===== src/rtl/mii_rx_pkg.sv =====
// Shared definitions for the MII receive path: preamble/SFD nibbles, the reflected
// CRC32 constants, and the receive FSM state encoding.
package mii_rx_pkg;

  localparam logic [3:0]  PreambleNib  = 4'h5;
  localparam logic [3:0]  SfdNib       = 4'hD;
  localparam logic [31:0] Crc32PolyR   = 32'hEDB88320;
  localparam logic [31:0] Crc32Init    = 32'hFFFFFFFF;
  // Register value after a frame's data plus its correct FCS has been shifted in.
  localparam logic [31:0] Crc32Residue = 32'hDEBB20E3;

  typedef enum logic [1:0] {
    StIdle = 2'd0,
    StPre  = 2'd1,
    StData = 2'd2,
    StDrop = 2'd3
  } rx_state_e;

endpackage


===== src/rtl/crc32_d8.sv =====
// Combinational byte-wise CRC32 step (reflected polynomial, LSB first).
// Ports:
//   crc_in  - current CRC register
//   data    - byte to absorb
//   crc_out - CRC register after absorbing data
module crc32_d8
  import mii_rx_pkg::*;
(
  input  logic [31:0] crc_in,
  input  logic [7:0]  data,
  output logic [31:0] crc_out
);

  always_comb begin
    crc_out = crc_in ^ {24'h000000, data};
    for (int i = 0; i < 8; i++) begin
      crc_out = crc_out[0] ? ((crc_out >> 1) ^ Crc32PolyR) : (crc_out >> 1);
    end
  end

endmodule


===== src/rtl/mii_rx.sv =====
// MII receive front end. Registers the PHY nibble stream once, strips preamble/SFD,
// assembles bytes (low nibble first), checks the FCS and frame length, and presents a
// byte stream with start/end markers plus a per-frame done/good verdict.
// Ports:
//   clk, reset              - MII RX clock, asynchronous active-low reset
//   mii_rx_dv/er/rxd        - PHY receive data valid, error, nibble
//   rx_data, rx_valid       - frame byte and its 1-cycle strobe
//   rx_start, rx_end        - first / last byte markers (only with rx_valid)
//   rx_done, rx_good        - frame closing pulse and its verdict
//   rx_bad_cnt              - saturating count of frames closed bad
module mii_rx
  import mii_rx_pkg::*;
#(
  parameter int unsigned MIN_PRE_NIB = 6,
  parameter int unsigned MIN_BYTES   = 64,
  parameter int unsigned MAX_BYTES   = 1518
) (
  input  logic        clk,
  input  logic        reset,
  input  logic        mii_rx_dv,
  input  logic        mii_rx_er,
  input  logic [3:0]  mii_rxd,
  output logic [7:0]  rx_data,
  output logic        rx_valid,
  output logic        rx_start,
  output logic        rx_end,
  output logic        rx_done,
  output logic        rx_good,
  output logic [15:0] rx_bad_cnt
);

  localparam logic [3:0]  MinPre   = 4'(MIN_PRE_NIB);
  localparam logic [10:0] MinBytes = 11'(MIN_BYTES);
  localparam logic [10:0] MaxBytes = 11'(MAX_BYTES);

  logic        dv_q, er_q;
  logic [3:0]  rxd_q;
  rx_state_e   state_q, state_d;
  logic [3:0]  pre_cnt_q, pre_cnt_d;
  logic [3:0]  low_q, low_d;
  logic        phase_q, phase_d;
  logic [7:0]  hold_q, hold_d;
  logic        hold_vld_q, hold_vld_d;
  logic        emitted_q, emitted_d;
  logic [10:0] byte_cnt_q, byte_cnt_d, byte_new;
  logic [31:0] crc_q, crc_d, crc_next;
  logic        fin_pend_q, fin_pend_d, fin_good_q, fin_good_d;
  logic [7:0]  data_q, data_d;
  logic        valid_q, valid_d, start_q, start_d, end_q, end_d;
  logic        done_q, done_d, good_q, good_d;
  logic [15:0] bad_cnt_q, bad_cnt_d;

  crc32_d8 u_crc (
    .crc_in  (crc_q),
    .data    ({rxd_q, low_q}),
    .crc_out (crc_next)
  );

  assign byte_new = (byte_cnt_q == 11'h7FF) ? byte_cnt_q : byte_cnt_q + 11'd1;

  always_comb begin
    state_d    = state_q;
    pre_cnt_d  = pre_cnt_q;
    low_d      = low_q;
    phase_d    = phase_q;
    hold_d     = hold_q;
    hold_vld_d = hold_vld_q;
    emitted_d  = emitted_q;
    byte_cnt_d = byte_cnt_q;
    crc_d      = crc_q;
    fin_pend_d = 1'b0;
    fin_good_d = 1'b0;
    data_d     = 8'h00;
    valid_d    = 1'b0;
    start_d    = 1'b0;
    end_d      = 1'b0;
    // A normal frame end closes with rx_done one cycle after the rx_end byte.
    done_d     = fin_pend_q;
    good_d     = fin_pend_q & fin_good_q;
    bad_cnt_d  = bad_cnt_q;
    if (done_q && !good_q && (bad_cnt_q != 16'hFFFF)) begin
      bad_cnt_d = bad_cnt_q + 16'd1;
    end

    unique case (state_q)
      StIdle: begin
        if (dv_q) begin
          if (rxd_q == PreambleNib) begin
            state_d   = StPre;
            pre_cnt_d = 4'd1;
          end else begin
            state_d = StDrop;
          end
        end
      end
      StPre: begin
        if (!dv_q) begin
          state_d = StIdle;
        end else if (er_q) begin
          state_d = StDrop;
        end else if (rxd_q == PreambleNib) begin
          if (pre_cnt_q != 4'hF) pre_cnt_d = pre_cnt_q + 4'd1;
        end else if ((rxd_q == SfdNib) && (pre_cnt_q >= MinPre)) begin
          state_d    = StData;
          phase_d    = 1'b0;
          hold_vld_d = 1'b0;
          emitted_d  = 1'b0;
          byte_cnt_d = 11'd0;
          crc_d      = Crc32Init;
        end else begin
          state_d = StDrop;
        end
      end
      StData: begin
        if (!dv_q) begin
          // Flush the held byte as the last one; a dangling low nibble is dropped.
          state_d    = StIdle;
          hold_vld_d = 1'b0;
          if (hold_vld_q) begin
            valid_d    = 1'b1;
            data_d     = hold_q;
            start_d    = ~emitted_q;
            end_d      = 1'b1;
            fin_pend_d = 1'b1;
            fin_good_d = (crc_q == Crc32Residue) && (byte_cnt_q >= MinBytes) &&
                         (byte_cnt_q <= MaxBytes) && !phase_q;
          end
        end else if (er_q || (phase_q && (byte_new > MaxBytes))) begin
          // Abort: held byte is discarded; close only a frame that was already opened.
          state_d    = StDrop;
          hold_vld_d = 1'b0;
          if (emitted_q) begin
            done_d = 1'b1;
            good_d = 1'b0;
          end
        end else if (!phase_q) begin
          low_d   = rxd_q;
          phase_d = 1'b1;
        end else begin
          phase_d    = 1'b0;
          byte_cnt_d = byte_new;
          crc_d      = crc_next;
          hold_d     = {rxd_q, low_q};
          hold_vld_d = 1'b1;
          if (hold_vld_q) begin
            valid_d   = 1'b1;
            data_d    = hold_q;
            start_d   = ~emitted_q;
            emitted_d = 1'b1;
          end
        end
      end
      StDrop: begin
        if (!dv_q) state_d = StIdle;
      end
      default: state_d = StIdle;
    endcase
  end

  always_ff @(posedge clk or negedge reset) begin
    if (!reset) begin
      dv_q       <= 1'b0;
      er_q       <= 1'b0;
      rxd_q      <= 4'h0;
      state_q    <= StIdle;
      pre_cnt_q  <= 4'd0;
      low_q      <= 4'h0;
      phase_q    <= 1'b0;
      hold_q     <= 8'h00;
      hold_vld_q <= 1'b0;
      emitted_q  <= 1'b0;
      byte_cnt_q <= 11'd0;
      crc_q      <= Crc32Init;
      fin_pend_q <= 1'b0;
      fin_good_q <= 1'b0;
      data_q     <= 8'h00;
      valid_q    <= 1'b0;
      start_q    <= 1'b0;
      end_q      <= 1'b0;
      done_q     <= 1'b0;
      good_q     <= 1'b0;
      bad_cnt_q  <= 16'd0;
    end else begin
      dv_q       <= mii_rx_dv;
      er_q       <= mii_rx_er;
      rxd_q      <= mii_rxd;
      state_q    <= state_d;
      pre_cnt_q  <= pre_cnt_d;
      low_q      <= low_d;
      phase_q    <= phase_d;
      hold_q     <= hold_d;
      hold_vld_q <= hold_vld_d;
      emitted_q  <= emitted_d;
      byte_cnt_q <= byte_cnt_d;
      crc_q      <= crc_d;
      fin_pend_q <= fin_pend_d;
      fin_good_q <= fin_good_d;
      data_q     <= data_d;
      valid_q    <= valid_d;
      start_q    <= start_d;
      end_q      <= end_d;
      done_q     <= done_d;
      good_q     <= good_d;
      bad_cnt_q  <= bad_cnt_d;
    end
  end

  assign rx_data    = data_q;
  assign rx_valid   = valid_q;
  assign rx_start   = start_q;
  assign rx_end     = end_q;
  assign rx_done    = done_q;
  assign rx_good    = good_q;
  assign rx_bad_cnt = bad_cnt_q;

endmodule


===== config.mk =====
export PLATFORM = sky130hd
export DESIGN_NAME = mii_rx
export DESIGN_NICKNAME = d
export VERILOG_FILES = /design/src/rtl/mii_rx_pkg.sv /design/src/rtl/crc32_d8.sv /design/src/rtl/mii_rx.sv
export SDC_FILE = /design/constraint.sdc
export NUM_CORES = 1
export LEC_CHECK = 0
export ABC_AREA = 0
export CORE_ASPECT_RATIO = 1.75
export CORE_MARGIN = 10
export CORE_UTILIZATION = 50
export CTS_BUF_LIST = sky130_fd_sc_hd__clkbuf_16
export DETAILED_ROUTE_END_ITERATION = 10
export DONT_BUFFER_PORTS = 1
export MAX_ROUTING_LAYER = met4
export SLEW_MARGIN = 5
export SYNTH_ARGS = -nofsm -noshare
export SYNTH_HDL_FRONTEND = slang
export SYNTH_SLANG_ARGS = --single-unit

===== constraint.sdc =====
create_clock -name clk -period 7.4 [get_ports clk]
set_clock_uncertainty 0.15 [all_clocks]
set_input_delay 0.74 -clock clk [delete_from_list [all_inputs] [get_ports clk]]
set_output_delay 0.74 -clock clk [all_outputs]
set_load 0.005 [all_outputs]

==> impl_metrics.tcl, run 1 <==
set metrics [dict create \
    status "complete, no violations" \
    required_ns 7.52 \
    drt_iter0_drc 161 \
    grt_overflow 0 \
    clock.fmax_ghz 0.263 \
    slew_viol_final 0 \
    antenna_found_initial 0 \
    portBuffers 0 \
    grt-busiest-layer "met2" \
    ys_top_cells_by_area "dfrtp_1 31%, dfstp_2 15%, xnor2_1 9.0%" \
    tightest_slew_ns 1.03 \
    final_cell_mix "68 x dfrtp_1, 57 x xnor2_1, 42 x nand2_1, 42 x nor2_1, 32 x dfstp_2" \
    start_util 0.514 \
    cts_resized 0 \
    rows 50 \
    period_minus_slack_ns 3.80 \
    wl_per_cell_um 19.7 \
    yosysSeqAreaShare 0.457 \
    syn_nets 561 \
    synth_cell_types 67 \
    hold_viol 0 \
    grt_pass1_wl_mm 21.5 \
    syn2layout_area_growth_pct 7.57 \
    worst_hold_slack_ns 0.0792 \
    fin_crit_sh 0.514 \
    met1_usage 0.179 \
    grt_max_degree 69 \
    power_switching_mw 1.33 \
    crit_top_cell "nand2_1" \
    fillCellCount 956 \
    synth_edf_count 0 \
    cts_tree "done" \
    grtUsageTotal 0.171 \
    worstSetupPathType "flop to flop" \
    crit_arrival_ns 3.92 \
    layout.nets 550 \
    vias 4033 \
    core_area_sq_mm 0.0108 \
    clock_latency_ns 0.35 \
    place_congestion 0.867 \
    synth-async-reset-ratio 1.00 \
    final_common_cell "dfrtp_1" \
    antennaDiodeCount 0 \
    met3_usage 0.0369 \
    synthDominantCellAreaShare 0.306 \
    synthFlopType "dfrtp_1" \
    die_area_sq_mm 0.0159 \
    worstPathMaxFanout 30 \
    internal_power_mw 1.86 \
    cp-end-kind "flop" \
    worstPathCellList "inv_1, ha_1, buf_4, clkinv_1, mux2i_1, nand2_1, nor2_1, nand2_1, o21ai_0" \
    leakage_nw 2.36 \
    grt_use_met2 0.298 \
    cts.htree.levels 3 \
    drc 0 \
    cts_sinks 100 \
    synth.ff_latch_count 100 \
    rsz0062_at_grt "false" \
    setup_violations 0 \
    cap_viol_max_count 0 \
    dp.final_hpwl_mm 9.23 \
    clk_pin_slew_ns 0.08 \
    slowest_stage "nor2_1" \
    grt_pass1_vias 4075 \
    drt_first_pass_iters 5 \
    vias_per_cell 6.04 \
    cts_buffers 9 \
    pwr-share-seq 0.299 \
    syn_area_sq_mm 0.00557 \
    die_x_um 99.8 \
    hold_class "input port to asynchronous set/reset pin" \
    die_h_um 160 \
    cp-start-kind "flop" \
    pin_count 37 \
    slew_headroom 0.314 \
    synth.avg_cell_area_sq_um 10.2 \
    power_frac_comb 0.532 \
    setup_tns_ns 0 \
    ir_drop_mv 0.332 \
    wirelength_mm 13.1 \
    syn_inst 544 \
    final_layout_size_suffix_gt1_frac 0.143 \
    clockRootBuffer "clkbuf_16" \
    swShare 0.417 \
    p_per_area_mw_per_mm2 532 \
    clockBufferDepth 2 \
    ys_warn_count 0 \
    synth_area_leader_cell "dfrtp_1" \
    critPathMaxStageDelay_ns 0.85 \
    ant_nets 0 \
    pwr-share-clk 0.169 \
]
-- logic make-up (layout without fill, tap and decap cells) --
family / count (synthesis) / after routing / share of synthesized area
flip-flops: 100 / 100 / 0.457
AND/OR/NAND/NOR: 179 / 179 / 0.164
buffers and inverters: 39 / 33 / 0.0328
multiplexers: 27 / 27 / 0.0519
adder cells (fa/ha/maj): 9 / 9 / 0.0202
AO/OA/AOI/OAI: 102 / 102 / 0.131
XOR/XNOR: 88 / 88 / 0.144
-- repair_timing --
action	4_1_cts	5_1_grt
hold buffers	1	0
setup buffers	0	0
hold endpoints to repair	68	0
-- cells in the mapped netlist, drive strengths merged, types with 2 or more instances --
library cell and count:
and2 9, nor2 43, a31o 2, xnor2 61, xor2 27, a311oi 12, dfstp 32, o311ai 5
o31ai 2, nand4 9, nor2b 4, ha 9, o22ai 12, nor3 20, mux2i 12, nand4b 2
o2bb2ai 3, a31oi 13, a22o 3, o21a 2, nand2b 13, inv 12, buf 10, or2 2
clkbuf 16, or3 2, a211oi 3, a21oi 25, and4 3, nor4 5, o21ai 11, dfrtp 68
mux2 15, nand2 42, or4b 2, nand3 16
-- state kept, by name (all words and copies together) (netlist names), 2 cells and up --
register,count
crc_q,32
rx_bad_cnt,16
byte_cnt_q,11
hold_q,8
rx_data,8
low_q,4
pre_cnt_q,4
rxd_q,4
state_q,2
-- path summary, 6_finish.rpt --
| kind | from | to | slack (ns) | depth (start not counted) |
|---|---|---|---|---|
| max | state_q[0] | byte_cnt_q[7] | 3.60 | 9 |
| min | reset | crc_q[11] | 0.08 | 0 |
| max reg2reg | state_q[0] | byte_cnt_q[7] | 3.60 | 9 |
| min reg2reg | hold_q[7] | rx_data[7] | 0.31 | 1 |
| max in group asynchronous | reset | phase_q | 6.72 | 1 |
| min in group clk | mii_rx_er | er_q | 0.26 | 0 |
-- cell type report --
type	count	area, sq um	share of cell area
tap	130	163	0.0272
timing repair buffer	4	50.0	0.00836
clock inverter	7	116	0.0194
inverter	13	48.8	0.00815
clock buffer	9	225	0.0376
multi-input combinational	405	2840	0.475
sequential	100	2540	0.425
-- critical path: cells and delay by family (launching register included) --
kind	cells	cell delay [ns]
AO/OA/AOI/OAI	1	0.21
adder cells (fa/ha/maj)	1	0.14
buffers and inverters	3	1.02
flip-flops	1	0.43
multiplexers	1	0.38
AND/OR/NAND/NOR	3	1.36
-- power by group through the flow --
stage	clock network [mW]	logic (mW)	registers (mW)
after detailed placement	0	1.68	0.961
after global routing	0.569	1.85	0.977
after CTS	0.546	1.70	0.952
after floorplan	0	1.42	0.897
final	0.537	1.70	0.952
after global placement	0	1.67	0.957
-- per-stage QoR --
| step | cells | power, mW | instance area (sq um) | util | setup WS (ns) |
|---|---|---|---|---|---|
| after floorplan | 544 | 2.32 | 5570 | - | 4.93 |
| after global routing | 668 | 3.40 | 5990 | 0.553 | 3.28 |
| after CTS | 668 | 3.20 | 5990 | 0.553 | 3.63 |
| after detailed placement | 651 | 2.64 | 5620 | 0.519 | 3.64 |
| after global placement | 651 | 2.63 | 5620 | 0.519 | 3.86 |
| final | 668 | 3.18 | 5990 | 0.553 | 3.60 |
-- layer usage --
metal	wire length (um)	vias to the layer above
met5	0	-
met4	380	0
met3	536	22
met2	7250	85
met1	4970	2019
li1	-	1907
No activity file was read; power rests on OpenSTA's default activity.
==> run 2: changes to the inputs <==
Settings changed: PLACE_DENSITY set to 0.68.
Clock period 7.4 ns to 3.1 ns, I/O delays scaled along.
==> run 2 against run 1 <==
Global-route usage up 0.37 points. Worst hold slack better by 0.24 ns. Flip-flop and latch count unchanged. Worst setup slack worse by 3.3 ns. Non-clock buffer count up 15. Highest routed layer unchanged. Wire length up 0.50%. Critical path type unchanged. Register-to-register slack worse by 3.3 ns. Cell area up 1.6%. Fmax up 36%. Critical endpoint is now hold_q[3]. First-iteration DRC count up 35%. Core utilization up 0.87 points.
==> impl_metrics.tcl, run 2 (same netlist as run 1, synthesis figures left out) <==
set metrics [dict create \
    grtUsageTotal 0.175 \
    wirelength_mm 13.2 \
    place_congestion 0.896 \
    final_cell_mix "68 x dfrtp_1, 57 x xnor2_1, 42 x nand2_1, 41 x nor2_1, 32 x dfstp_2" \
    drt_first_pass_iters 5 \
    layout.nets 565 \
    rr_worst_depth 7 \
    clock_latency_ns 0.35 \
    cts.htree.levels 3 \
    antennaDiodeCount 0 \
    hold_viol 0 \
    ir_drop_mv 1.05 \
    drc 0 \
    post_cts_buffers 0 \
    setup_tns_ns 0 \
    rows 50 \
    p_per_area_mw_per_mm2 1230 \
    slew_viol_final 0 \
    clock.fmax_ghz 0.358 \
    tightest_slew_ns 0.925 \
    dp.final_hpwl_mm 9.52 \
    start_util 0.514 \
    wl_per_cell_um 19.3 \
    drt_iter0_drc 217 \
    setup_violations 0 \
    cp-start-kind "flop" \
    leakage_nw 2.39 \
    cp-endpoint "hold_q[3]" \
    worstSetupPathType "flop to flop" \
    final_common_cell "dfrtp_1" \
    vias_per_cell 6.05 \
    r2r_setup_slack_ns 0.31 \
    grt_pass1_vias 4217 \
    r2r_start "byte_cnt_q[4]" \
    clockBufferDepth 2 \
    cap_viol_max_count 0 \
    period_minus_slack_ns 2.79 \
    die_h_um 160 \
    largest_register_ffs 32 \
    grt_pass1_wl_mm 22.1 \
    die_x_um 99.8 \
    fin_crit_sh 0.901 \
    cts_sinks 100 \
    slew_headroom 0.379 \
    pin_count 37 \
    timing.rr.end "hold_q[3]" \
    final_layout_size_suffix_gt1_frac 0.152 \
    status "complete, no violations" \
    vias 4131 \
    hold_class "flop to flop" \
    regMostFlops "crc_q" \
    clockRootBuffer "clkbuf_16" \
    ant_nets 0 \
    worstPathMaxFanout 9 \
    crit_arrival_ns 2.87 \
    cp-end-kind "flop" \
    setup_slack_ns 0.306 \
    antenna_found_initial 0 \
    grt_overflow 0 \
    cts_tree "done" \
    clk_pin_slew_ns 0.07 \
    grt_max_degree 101 \
    fillCellCount 914 \
    portBuffers 0 \
    rsz0062_at_grt "false" \
    core_area_sq_mm 0.0108 \
    critPathLaunch "byte_cnt_q[4]" \
    syn2layout_area_growth_pct 9.26 \
    required_ns 3.18 \
    die_area_sq_mm 0.0159 \
    cts_buffers 9 \
    pre_cts_ws_ns 0.149 \
]
run 2: per-stage QoR:
stage / hold WS (ns) / instances / util / power [mW] / instance area [sq um]
2_1_floorplan: -0.136 / 544 / - / 5.53 / 5570
3_3_place_gp: -0.132 / 659 / 0.527 / 6.35 / 5700
3_5_place_dp: -0.133 / 659 / 0.527 / 6.39 / 5700
4_1_cts: 0.331 / 683 / 0.562 / 7.54 / 6080
5_1_grt: 0.350 / 683 / 0.562 / 7.99 / 6080
6_report: 0.322 / 683 / 0.562 / 7.51 / 6080
run 2: worst max-delay path, cell delays in order, from the launching register on:
cell and delay (ns):
dfrtp_1 0.51, nand4_1 0.20, or2_1 0.36, o311ai_2 0.26
nand4_2 0.25, a31oi_4 0.41, nor2_2 0.18, mux2_1 0.35
run 2: layout make-up:
type                            count  area, sq um  share of cell area
Timing Repair Buffer               19          205              0.0337
Clock buffer                        9          225              0.0370
Sequential cell                   100         2540               0.418
Tap cell                          130          163              0.0267
Clock inverter                      7         51.3             0.00843
Multi-Input combinational cell    405         2850               0.468
Inverter                           13         48.8             0.00802
run 2: worst min path at each step:
| stage | startpoint | end | slack, ns | cells past startpoint |
|---|---|---|---|---|
| after global placement | reset | rx_bad_cnt[9] | -0.13 | 0 |
| final | hold_q[2] | rx_data[2] | 0.32 | 1 |
| after detailed placement | reset | rx_bad_cnt[7] | -0.13 | 0 |
| after CTS | hold_q[2] | rx_data[2] | 0.33 | 1 |
| after global routing | hold_q[2] | hold_q[2] | 0.35 | 1 |
| after floorplan | reset | byte_cnt_q[0] | -0.14 | 0 |
run 2: power breakdown:
group | switching (mW) | leakage, nW | internal (mW)
sequential | 0.429 | 1.24 | 1.84
clock | 0.505 | 0.133 | 0.550
combinational | 2.23 | 1.02 | 1.95
total | 3.17 | 2.39 | 4.34
run 2: metal layers:
metal | GRT usage | part of all wire | vias to the layer above
li1 | - | - | 1935
met5 | - | 0 | -
met2 | 0.311 | 0.57 | 116
met1 | 0.177 | 0.36 | 2053
met4 | 0.0812 | 0.031 | 0
met3 | 0.0339 | 0.045 | 27
run 2: timing repair:
action,4_1_cts,5_1_grt
resized for setup,0,3
endpoints found under the setup margin,0,55
hold buffers,8,0
endpoints found under the hold margin,106,0
==> run 3: changes to the inputs <==
Settings changed: CORE_MARGIN 10 to 2.
==> run 3 against run 2 <==
Cell area barely moved. Worst hold slack got worse by 0.0014 ns. Count of clock-buffer cells in the layout is the same. Non-clock buffer count is 1 higher. Register-to-register slack got worse by 0.09 ns. Critical path type unchanged. Worst setup slack lost 0.090 ns. Clock power hardly changed. Die area fell by 24%. Wire length decreased by 2.0%. Fmax decreased by 3.1%.
==> impl_metrics.tcl, run 3 (same netlist as run 1, synthesis figures left out) <==
set metrics [dict create \
    dp.final_hpwl_mm 9.32 \
    clockBufferDepth 2 \
    pin_count 37 \
    wl_per_cell_um 18.9 \
    final_cell_mix "68 x dfrtp_1, 57 x xnor2_1, 42 x nand2_1, 41 x nor2_1, 32 x dfstp_2" \
    cts_tree "done" \
    grtUsageTotal 0.235 \
    grt_use_met2 0.435 \
    vias 4068 \
    die_area_sq_mm 0.0120 \
    place_congestion 0.872 \
    syn2layout_area_growth_pct 9.22 \
    status "complete, no violations" \
    crit_arrival_ns 2.97 \
    final_common_cell "dfrtp_1" \
    power_frac_comb 0.560 \
    clockRootBuffer "clkbuf_16" \
    fin_cells 686 \
    setup_violations 0 \
    cts.htree.levels 3 \
    hold_class "flop to flop" \
    ant_nets 0 \
    fin_crit_sh 0.930 \
    p_total_mw 7.55 \
    grt_max_degree 101 \
    clock_latency_ns 0.35 \
    grt_pass1_vias 4146 \
    post-place-cells 662 \
    die_x_um 83.8 \
    swShare 0.426 \
    pwr-share-clk 0.139 \
    power_switching_mw 3.22 \
    grt-busiest-layer "met2" \
    cap_viol_max_count 0 \
    vias_per_cell 5.93 \
    rows 51 \
    setup_tns_ns 0 \
    drt_first_pass_iters 4 \
    pwr-share-seq 0.301 \
    drc 0 \
    rsz0062_at_grt "false" \
    cts_sinks 100 \
    portBuffers 0 \
    finalInstanceArea_sq_mm 0.00608 \
    final_layout_size_suffix_gt1_frac 0.153 \
    ir_drop_mv 0.746 \
    required_ns 3.18 \
    largest_register_ffs 32 \
    leakage_nw 2.41 \
    slew_headroom 0.354 \
    wirelength_mm 12.9 \
    placed_cell_area_sq_mm 0.00570 \
    internal_power_mw 4.33 \
    worstSetupPathType "flop to flop" \
    core_area_sq_mm 0.0110 \
    cp-start-kind "flop" \
    met1_usage 0.243 \
    slew_viol_final 0 \
    cts_buffers 9 \
    clock.fmax_ghz 0.347 \
    antenna_found_initial 0 \
    met3_usage 0.0368 \
    worstPathMaxFanout 9 \
    period_minus_slack_ns 2.88 \
    hold_viol 0 \
    fillCellCount 959 \
    clk_pin_slew_ns 0.07 \
    die_h_um 144 \
    start_util 0.507 \
    antennaDiodeCount 0 \
    regMostFlops "crc_q" \
    tightest_slew_ns 0.962 \
    p_per_area_mw_per_mm2 1240 \
    cp-end-kind "flop" \
    drt_iter0_drc 306 \
    layout.nets 566 \
    grt_pass1_wl_mm 21.7 \
    grt_overflow 0 \
]
run 3: cell count changes in the layout (fill, tap and decap cells not counted), sizes merged:
cell	previous run	this run
inv	16	15
clkinv	2	4
buf	12	13
clkinvlp	2	1
run 3: through the flow:
step	utilization	setup slack (ns)	hold WS (ns)
floorplan	-	0.628	-0.136
global placement	0.519	0.303	-0.133
detailed placement	0.519	0.221	-0.133
CTS	0.554	0.222	0.322
global route	0.554	0.00961	0.349
finish	0.554	0.216	0.320
run 3: critical path, stage by stage (launching register included):
cell     delay, ns
dfrtp_1       0.43
ha_1          0.37
and3_1        0.28
nand3_1       0.12
o21ai_0       0.37
nor2b_1       0.16
a31oi_4       0.36
nor2_2        0.18
mux2_1        0.34
run 3: routing by layer:
layer / wire (um) / share of wire
met5: 0 / 0
met3: 451 / 0.035
met4: 429 / 0.033
met1: 4730 / 0.37
met2: 7320 / 0.57
run 3: area by class of cell:
class / count / area [sq um] / area share
multi-input combinational: 405 / 2850 / 0.468
sequential: 100 / 2540 / 0.418
clock buffer: 9 / 225 / 0.0370
timing repair buffer: 20 / 200 / 0.0329
tap: 132 / 165 / 0.0272
clock inverter: 7 / 52.6 / 0.00864
inverter: 13 / 48.8 / 0.00803
run 3: final timing paths:
kind,startpoint,to,slack [ns],depth (start not counted)
min,hold_q[7],rx_data[7],0.32,1
max in group asynchronous,reset,crc_q[22],2.00,2
max reg2reg,byte_cnt_q[0],hold_q[5],0.22,8
min reg2reg,hold_q[7],rx_data[7],0.32,1
min in group asynchronous,reset,pre_cnt_q[3],0.40,2
max,byte_cnt_q[0],hold_q[5],0.22,8
run 3: what timing repair did:
action,4_1_cts,5_1_grt
hold buffers,8,0
endpoints found under the hold margin,106,0
setup buffers,0,0
setup endpoints to repair,0,1
resized for setup,0,1
run 3: power by group through the flow:
stage | combinational (mW) | sequential (mW) | clock [mW]
2_1_floorplan | 3.39 | 2.14 | 0
3_3_place_gp | 4.15 | 2.27 | 0
3_5_place_dp | 4.18 | 2.29 | 0
4_1_cts | 4.25 | 2.27 | 1.09
5_1_grt | 4.61 | 2.33 | 1.13
6_report | 4.23 | 2.27 | 1.05
